`src/rtl/id_issue_skid_reg.sv`:
```
// ID->IS pipeline register with a 2-entry skid buffer, per-way delay-slot flags and the
// first-valid-branch descriptor for the branch predictor.
module id_issue_skid_reg #(
   parameter int unsigned     WAYS     = 2,
   parameter int unsigned     PC_W     = 32,
   parameter int unsigned     INFO_W   = 55,
   parameter int unsigned     VLD_W    = 6,
   parameter int unsigned     EXC_W    = 5,
   parameter int unsigned     PTAB_W   = 5,
   parameter int unsigned     BTYPE_W  = 3,
   parameter logic [EXC_W-1:0] EXC_NONE = '0,
   localparam int unsigned    BW       = (WAYS > 1) ? $clog2(WAYS) : 1
) (
   input  logic                      clk,
   input  logic                      rst_,
   input  logic                      flush,
   input  logic                      in_valid,
   output logic                      in_allin,
   input  logic [WAYS-1:0]           in_way_valid,
   input  logic [WAYS*PC_W-1:0]      in_pc,
   input  logic [WAYS*PTAB_W-1:0]    in_ptab,
   input  logic [WAYS*INFO_W-1:0]    in_info,
   input  logic [WAYS*VLD_W-1:0]     in_dvld,
   input  logic [WAYS*EXC_W-1:0]     in_exc,
   input  logic [WAYS-1:0]           in_br_en,
   input  logic [WAYS*BTYPE_W-1:0]   in_br_type,
   input  logic [WAYS*PC_W-1:0]      in_br_tgt,
   output logic                      out_valid,
   input  logic                      out_allin,
   output logic [WAYS-1:0]           out_way_valid,
   output logic [WAYS*PC_W-1:0]      out_pc,
   output logic [WAYS*PTAB_W-1:0]    out_ptab,
   output logic [WAYS*INFO_W-1:0]    out_info,
   output logic [WAYS*VLD_W-1:0]     out_dvld,
   output logic [WAYS*EXC_W-1:0]     out_exc,
   output logic [WAYS-1:0]           out_delot,
   output logic                      out_br_en,
   output logic [BW-1:0]             out_br_way,
   output logic [PC_W-1:0]           out_br_pc,
   output logic [BTYPE_W-1:0]        out_br_type,
   output logic [PC_W-1:0]           out_br_tgt
);

   typedef struct packed {
      logic [WAYS-1:0]         way_valid;
      logic [WAYS*PC_W-1:0]    pc;
      logic [WAYS*PTAB_W-1:0]  ptab;
      logic [WAYS*INFO_W-1:0]  info;
      logic [WAYS*VLD_W-1:0]   dvld;
      logic [WAYS*EXC_W-1:0]   exc;
      logic [WAYS-1:0]         delot;
      logic                    br_en;
      logic [BW-1:0]           br_way;
      logic [PC_W-1:0]         br_pc;
      logic [BTYPE_W-1:0]      br_type;
      logic [PC_W-1:0]         br_tgt;
   } entry_t;

   entry_t main_q, main_d, skid_q, skid_d, in_entry;
   logic   main_valid_q, main_valid_d;
   logic   skid_valid_q, skid_valid_d;
   logic   carry_q, carry_d;
   logic   accept, pop;
   logic   found;

   function automatic entry_t clear_entry();
      entry_t e;
      e     = '0;
      e.exc = {WAYS{EXC_NONE}};
      return e;
   endfunction

   assign in_allin  = ~skid_valid_q;
   assign out_valid = main_valid_q;
   assign accept    = in_valid & in_allin;
   assign pop       = main_valid_q & out_allin;

   // Incoming bundle as it will be stored: raw fields plus derived delay-slot/branch info.
   always_comb begin
      in_entry           = '0;
      found              = 1'b0;
      in_entry.way_valid = in_way_valid;
      in_entry.pc        = in_pc;
      in_entry.ptab      = in_ptab;
      in_entry.info      = in_info;
      in_entry.dvld      = in_dvld;
      in_entry.exc       = in_exc;
      in_entry.delot[0]  = in_way_valid[0] & carry_q;
      for (int i = 1; i < WAYS; i++) begin
         in_entry.delot[i] = in_way_valid[i] & in_way_valid[i-1] & in_br_en[i-1];
      end
      for (int i = 0; i < WAYS; i++) begin
         if (!found && in_way_valid[i] && in_br_en[i]) begin
            found            = 1'b1;
            in_entry.br_en   = 1'b1;
            in_entry.br_way  = i[BW-1:0];
            in_entry.br_pc   = in_pc[i*PC_W +: PC_W];
            in_entry.br_type = in_br_type[i*BTYPE_W +: BTYPE_W];
            in_entry.br_tgt  = in_br_tgt[i*PC_W +: PC_W];
         end
      end
   end

   always_comb begin
      main_d       = main_q;
      skid_d       = skid_q;
      main_valid_d = main_valid_q;
      skid_valid_d = skid_valid_q;
      carry_d      = carry_q;
      if (flush) begin
         main_d       = clear_entry();
         skid_d       = clear_entry();
         main_valid_d = 1'b0;
         skid_valid_d = 1'b0;
         carry_d      = 1'b0;
      end else begin
         // Carry follows the highest-indexed valid way; an empty bundle keeps it.
         if (accept) begin
            for (int i = 0; i < WAYS; i++) begin
               if (in_way_valid[i]) carry_d = in_br_en[i];
            end
         end
         if (!main_valid_q) begin
            if (accept) begin
               main_d       = in_entry;
               main_valid_d = 1'b1;
            end
         end else if (!skid_valid_q) begin
            if (accept && pop) begin
               main_d = in_entry;
            end else if (accept) begin
               skid_d       = in_entry;
               skid_valid_d = 1'b1;
            end else if (pop) begin
               main_d       = clear_entry();
               main_valid_d = 1'b0;
            end
         end else if (pop) begin
            main_d       = skid_q;
            skid_d       = clear_entry();
            skid_valid_d = 1'b0;
         end
      end
   end

   always_ff @(posedge clk or posedge rst_) begin
      if (rst_) begin
         main_q       <= clear_entry();
         skid_q       <= clear_entry();
         main_valid_q <= 1'b0;
         skid_valid_q <= 1'b0;
         carry_q      <= 1'b0;
      end else begin
         main_q       <= main_d;
         skid_q       <= skid_d;
         main_valid_q <= main_valid_d;
         skid_valid_q <= skid_valid_d;
         carry_q      <= carry_d;
      end
   end

   assign out_way_valid = main_q.way_valid;
   assign out_pc        = main_q.pc;
   assign out_ptab      = main_q.ptab;
   assign out_info      = main_q.info;
   assign out_dvld      = main_q.dvld;
   assign out_exc       = main_q.exc;
   assign out_delot     = main_q.delot;
   assign out_br_en     = main_q.br_en;
   assign out_br_way    = main_q.br_way;
   assign out_br_pc     = main_q.br_pc;
   assign out_br_type   = main_q.br_type;
   assign out_br_tgt    = main_q.br_tgt;

endmodule

```
`config.mk`:
```
export PLATFORM = sky130hd
export DESIGN_NAME = id_issue_skid_reg
export DESIGN_NICKNAME = d
export VERILOG_FILES = /design/src/rtl/id_issue_skid_reg.sv
export SDC_FILE = /design/constraint.sdc
export NUM_CORES = 1
export LEC_CHECK = 0
export BUFFER_PORTS_ARGS = -buffer_cell sky130_fd_sc_hd__buf_2
export CAP_MARGIN = 40
export CORE_AREA = 2 2 279 171
export DETAILED_ROUTE_END_ITERATION = 10
export DIE_AREA = 0 0 281 173
export PLACE_DENSITY = 0.79
export SETUP_SLACK_MARGIN = 0.5
export SLEW_MARGIN = 20
export SYNTH_ARGS = -nofsm -noshare
export SYNTH_HDL_FRONTEND = slang
export SYNTH_SLANG_ARGS = --single-unit
```
`constraint.sdc`:
```
create_clock -name clk -period 19.9 [get_ports clk]
set_input_delay 2.985 -clock clk [delete_from_list [all_inputs] [get_ports clk]]
set_output_delay 2.985 -clock clk [all_outputs]
set_load 0.01 [all_outputs]
```
## Word-level counts from Yosys, hierarchy flattened

Cells that the tools add are included.

- RAM bits: 0
- Bits in latches: 0
- Input bits: 285
- Word-level logic and storage cells: 81
- Output and inout port bits: 281
- Bits in registers: 561
- ROM bits: 0
- Memories: 0

- Equal/unequal tests: 4
- Add/subtract/negate cells: 0
- Multiply operators: 0
- Shift-type cells: 0
- Bitwise gates (word level): 6
- Reduce and logical (&&, ||, !) cells: 14
- Divide/modulo/power cells: 0
- $lt $le $gt $ge: 0
- Multiplexer cells: 30

Operators with widths:

| kind | number |
|---|---|
| $mux 279 | 12 |
| $mux 69 | 2 |
| $mux 1 | 16 |
| $reduce_bool 3->1 | 3 |
| $reduce_and 4->1 | 2 |
| $and 1x1->1 | 5 |
| $ne 5x4->1 const B | 1 |
| $reduce_bool 5->1 | 1 |
| $logic_and 1x1->1 | 4 |
| $ne 4x3->1 const B | 1 |
| $reduce_bool 2->1 | 2 |
| $ne 3x2->1 const B | 1 |
| $ne 3x3->1 const B | 1 |
| $reduce_and 2->1 | 1 |
| $logic_not 1->1 | 1 |
| $not 1->1 | 1 |

## Longest topological paths before layout

- Depth in word-level cells: 11
- Gate-level depth with buffers: 9
- Gate-level depth less buffers: 4

## Worst setup path after synthesis

OpenSTA, ideal clock, no wires.

- Path kind: input-to-reg
- Start point: in out_allin
- End point: reg skid_q[67] (netlist bit)
- Cell stages on the path: 6
- Library setup time: 0.125 ns
- Required time: 19.775 ns
- Arrival time: 4.147 ns
- Buffers on the path: 4
- Path slack: 15.628 ns
- Cell sequence: buf_2 o311a_1 buf_2 buf_6 buf_6 mux2_4

- Cells in the longest elaborated chain, start to end: 4
- Elaborated cells between the ends (all ways): 5
- Those cells by class: eq/ne: 2; bitwise: 1; reduce/logical: 2

Ends and longest elaborated chain:

| element | line | RTL |
|---|---|---|
| start: declaration | 29 | `input logic out_allin,` |
| $and 1x1->1 (*) | 76 | `assign pop = main_valid_q & out_allin;` |
| $logic_and 1x1->1 | 129 | `if (accept && pop) begin` |
| $ne 3x3->1 (no source line) | -- |  |
| $reduce_and 4->1 (no source line) (*) | -- |  |
| end signal: assignment | 149 | `skid_q <= clear_entry();` |
| end signal: assignment | 155 | `skid_q <= skid_d;` |
| end: declaration | 59 | `entry_t main_q, main_d, skid_q, skid_d, in_entry;` |

Mark *: on every way between the ends. The rest lies on a longest branch, timed or not.
A chain may end at the register's enable or synchronous reset.

## Final worst setup path

- Start point: in flush
- End point: reg skid_q[51] (netlist bit)

- Cells in the longest elaborated chain, start to end: 2
- Elaborated cells between the ends (all ways): 6
- Those cells by class: eq/ne: 2; mux: 1; reduce/logical: 3

Ends and longest elaborated chain:

| element | line | RTL |
|---|---|---|
| start: declaration | 16 | `input logic flush,` |
| $ne 3x2->1 (no source line), or another cell as far along | -- |  |
| $reduce_and 4->1 (no source line) | -- |  |

Parallel ways exist; a longest one is shown, timed or not.

==> results.yml <==
drt:
  first_iter_violations: 3056
  drc: 0
  dr.pass1.iters: 7
  ant_nets: 0
  routed_wl_mm: 81.6
  vias: 23331
  wl_per_cell_um: 21.7
  viasPerCell: 6.20
power:
  power_leakage_nw: 14.5
  p_per_area_nw_per_um2: 94.1
  ir_drop_mv: 0.0662
clock_tree:
  path_clk_slew_ps: 70
  cts_buffers: 52
  clock_latency_ps: 580
  cts-root-buf: "clkbuf_16"
  cts_setup_buffers: 0
  clkSinkCount: 561
  clockBufferDepth: 3
  cts_tree: "yes"
  htreeDepth: 2
  ctsHoldBuffers: 0
  cts_resized: 0
die:
  dieArea_um2: 48600
  die_y_um: 173
  rows: 61
  coreArea_um2: 45900
  initial_utilization_pct: 53.7
  die_w_um: 281
  ios: 566
worst_setup_path:
  crit_top_cell: "buf_12"
  slowest_stage: "buf_4"
  cp.arrival_ps: 6160
  critPathKind: "input port to flop"
  worstReg2RegStart: "out_valid"
  crit_end: "skid_q[51]"
  cp.required_ps: 20390
  cpPeakStageDelay_ps: 570
  worstPathMaxFanout: 239
  worstPathCellList: "buf_2, inv_1, o311a_4, buf_12, buf_12, buf_4, buf_16, nand2_1, o21ai_1"
  startpoint_type: "input port"
  r2r_slack_ps: 16050
  critPathLaunch: "flush"
  rr_endpoint: "skid_q[51]"
  worst_r2r_path_depth: 8
  end_kind: "flop"
cells_and_area:
  area_growth_pct: 20.7
  drive_above_1_share_pct: 23.1
  fin_nets: 3353
  final_util_pct: 64.8
  final_common_cell: "buf_2"
  mostFrequentLayoutCells: "565 x buf_2, 561 x dfrtp_1, 494 x nand2_1, 403 x nor2_1, 227 x o21ai_1"
  fillers: 3617
status:
  outcome: "complete, no violations"
sta:
  min_period_ps: 5660
  rsz0062_at_grt: "false"
  fmax_mhz: 177
  fin_tns_setup_ps: 0
  worst_pin_slew_ps: 1210
  fin_skew_ps: 14.2
  hold_viol_final: 0
  fin_crit_sh_pct: 28.5
  finalMaxSlewViolations: 0
  setup_viol: 0
  slew-limit-headroom_pct: 19.1
logic_synthesis:
  synth_nets: 2933
  ys_ff_latch: 561
  syn_area_um2: 24600
  synthCells: 2648
  yosysWarnings: 0
  synth.avg_cell_area_um2: 9.30
  synth_cell_types: 33
  ys_seq_area_share_pct: 57.0
global_routing:
  grt_max_degree: 240
  grt_pass1_vias: 22843
  grt_pass1_wl_mm: 128
  antenna_found_initial: 27
  grt_usage_pct: 32.9
  gr-total-overflow: 0
run:
  maxCapViolations: 0
place:
  gp_congestion: 0.905
  post-dp-hpwl_mm: 51.6
  place.port_buffers: 565
hold_path:
  hp-class: "flop to flop"
  whs_path_depth: 2
-- cells in the mapped netlist, drive strengths merged --
cell type	instances	area (µm²)
or2	1	8.76
a21oi	11	55.1
mux2	1	15.0
clkbuf	133	499
and2	2	12.5
nor3	5	30.0
a22oi	71	533
o211a	1	10.0
a32oi	1	8.76
o21ai	343	1720
inv	79	297
dfrtp	561	14000
o31ai	3	22.5
a222oi	75	751
nand3b	1	7.51
nand3	131	656
a21o	2	15.0
o22ai	4	25.0
o311a	1	10.0
nand2	494	1850
o21a	1	7.51
a221oi	197	1730
a311oi	1	8.76
nor2	405	1520
buf	121	763
nand2b	2	20.0
a211oi	1	7.51
-- layer usage --
metal / wire length, µm / track usage [%] / up-vias
met5: 37 / 0 / -
met4: 4580 / 18.5 / 6
met3: 8100 / 7.32 / 313
met2: 38000 / 50.2 / 1524
met1: 31000 / 43.7 / 11348
li1: - / - / 10140
-- worst max-delay path, delay by kind of cell --
kind	cells	cell delay, ps
buffers and inverters	6	2050
AOI/OAI and AO/OA	2	530
and+or+nand+nor	1	110
-- worst min-delay path by stage --
stage                startpoint         end
floorplan            skid_q[68]  skid_q[68]
global placement     out_br_way  out_br_way
detailed placement   out_br_way  out_br_way
CTS                  out_br_way  out_br_way
global route        skid_q[274]  out_pc[61]
finish               out_br_way  out_br_way
-- metrics by stage --
stage | instance area [µm²] | power, W | setup slack [ps] | std cells | hold WS, ps
2_1_floorplan | 24600 | 0.00158 | 1230 | 2648 | 449
3_3_place_gp | 27300 | 0.00175 | 13290 | 3620 | 462
3_5_place_dp | 27800 | 0.00179 | 13750 | 3637 | 462
4_1_cts | 29500 | 0.00280 | 14350 | 3730 | 480
5_1_grt | 29700 | 0.00291 | 14110 | 3758 | 496
6_report | 29700 | 0.00279 | 14240 | 3763 | 483
-- registers in the layout, indices dropped and copies added (netlist names), 3 cells and up --
register,cells
out_ptab,10
skid_q,279
out_br_tgt,32
out_br_type,3
out_info,110
out_pc,64
out_dvld,12
out_br_pc,32
out_exc,10
-- final cells by class --
class	count	area, µm²	area share [%]
antenna	26	65.1	0.219
clock buffer	71	1460	4.93
clock inverter	22	249	0.838
inverter	79	304	1.02
multi-input combinational	1754	9100	30.6
sequential	561	14000	47.3
tap	630	788	2.65
timing repair buffer	620	3690	12.4
-- where the power goes --
part	internal, W	leakage (nW)	switching (W)
Combinational	0.000163	6.39	0.000296
Sequential	0.00125	7.29	0.0000670
Clock	0.000570	0.834	0.000448
Total	0.00198	14.5	0.000811
-- cell families after synthesis --
logic type             share of synthesized area [%]
AOI/OAI and AO/OA                               19.9
muxes                                         0.0610
and+or+nand+nor                                 16.7
buffers and inverters                           6.33
DFF                                             57.0
Note: power is estimated with default switching activity, not from simulation.
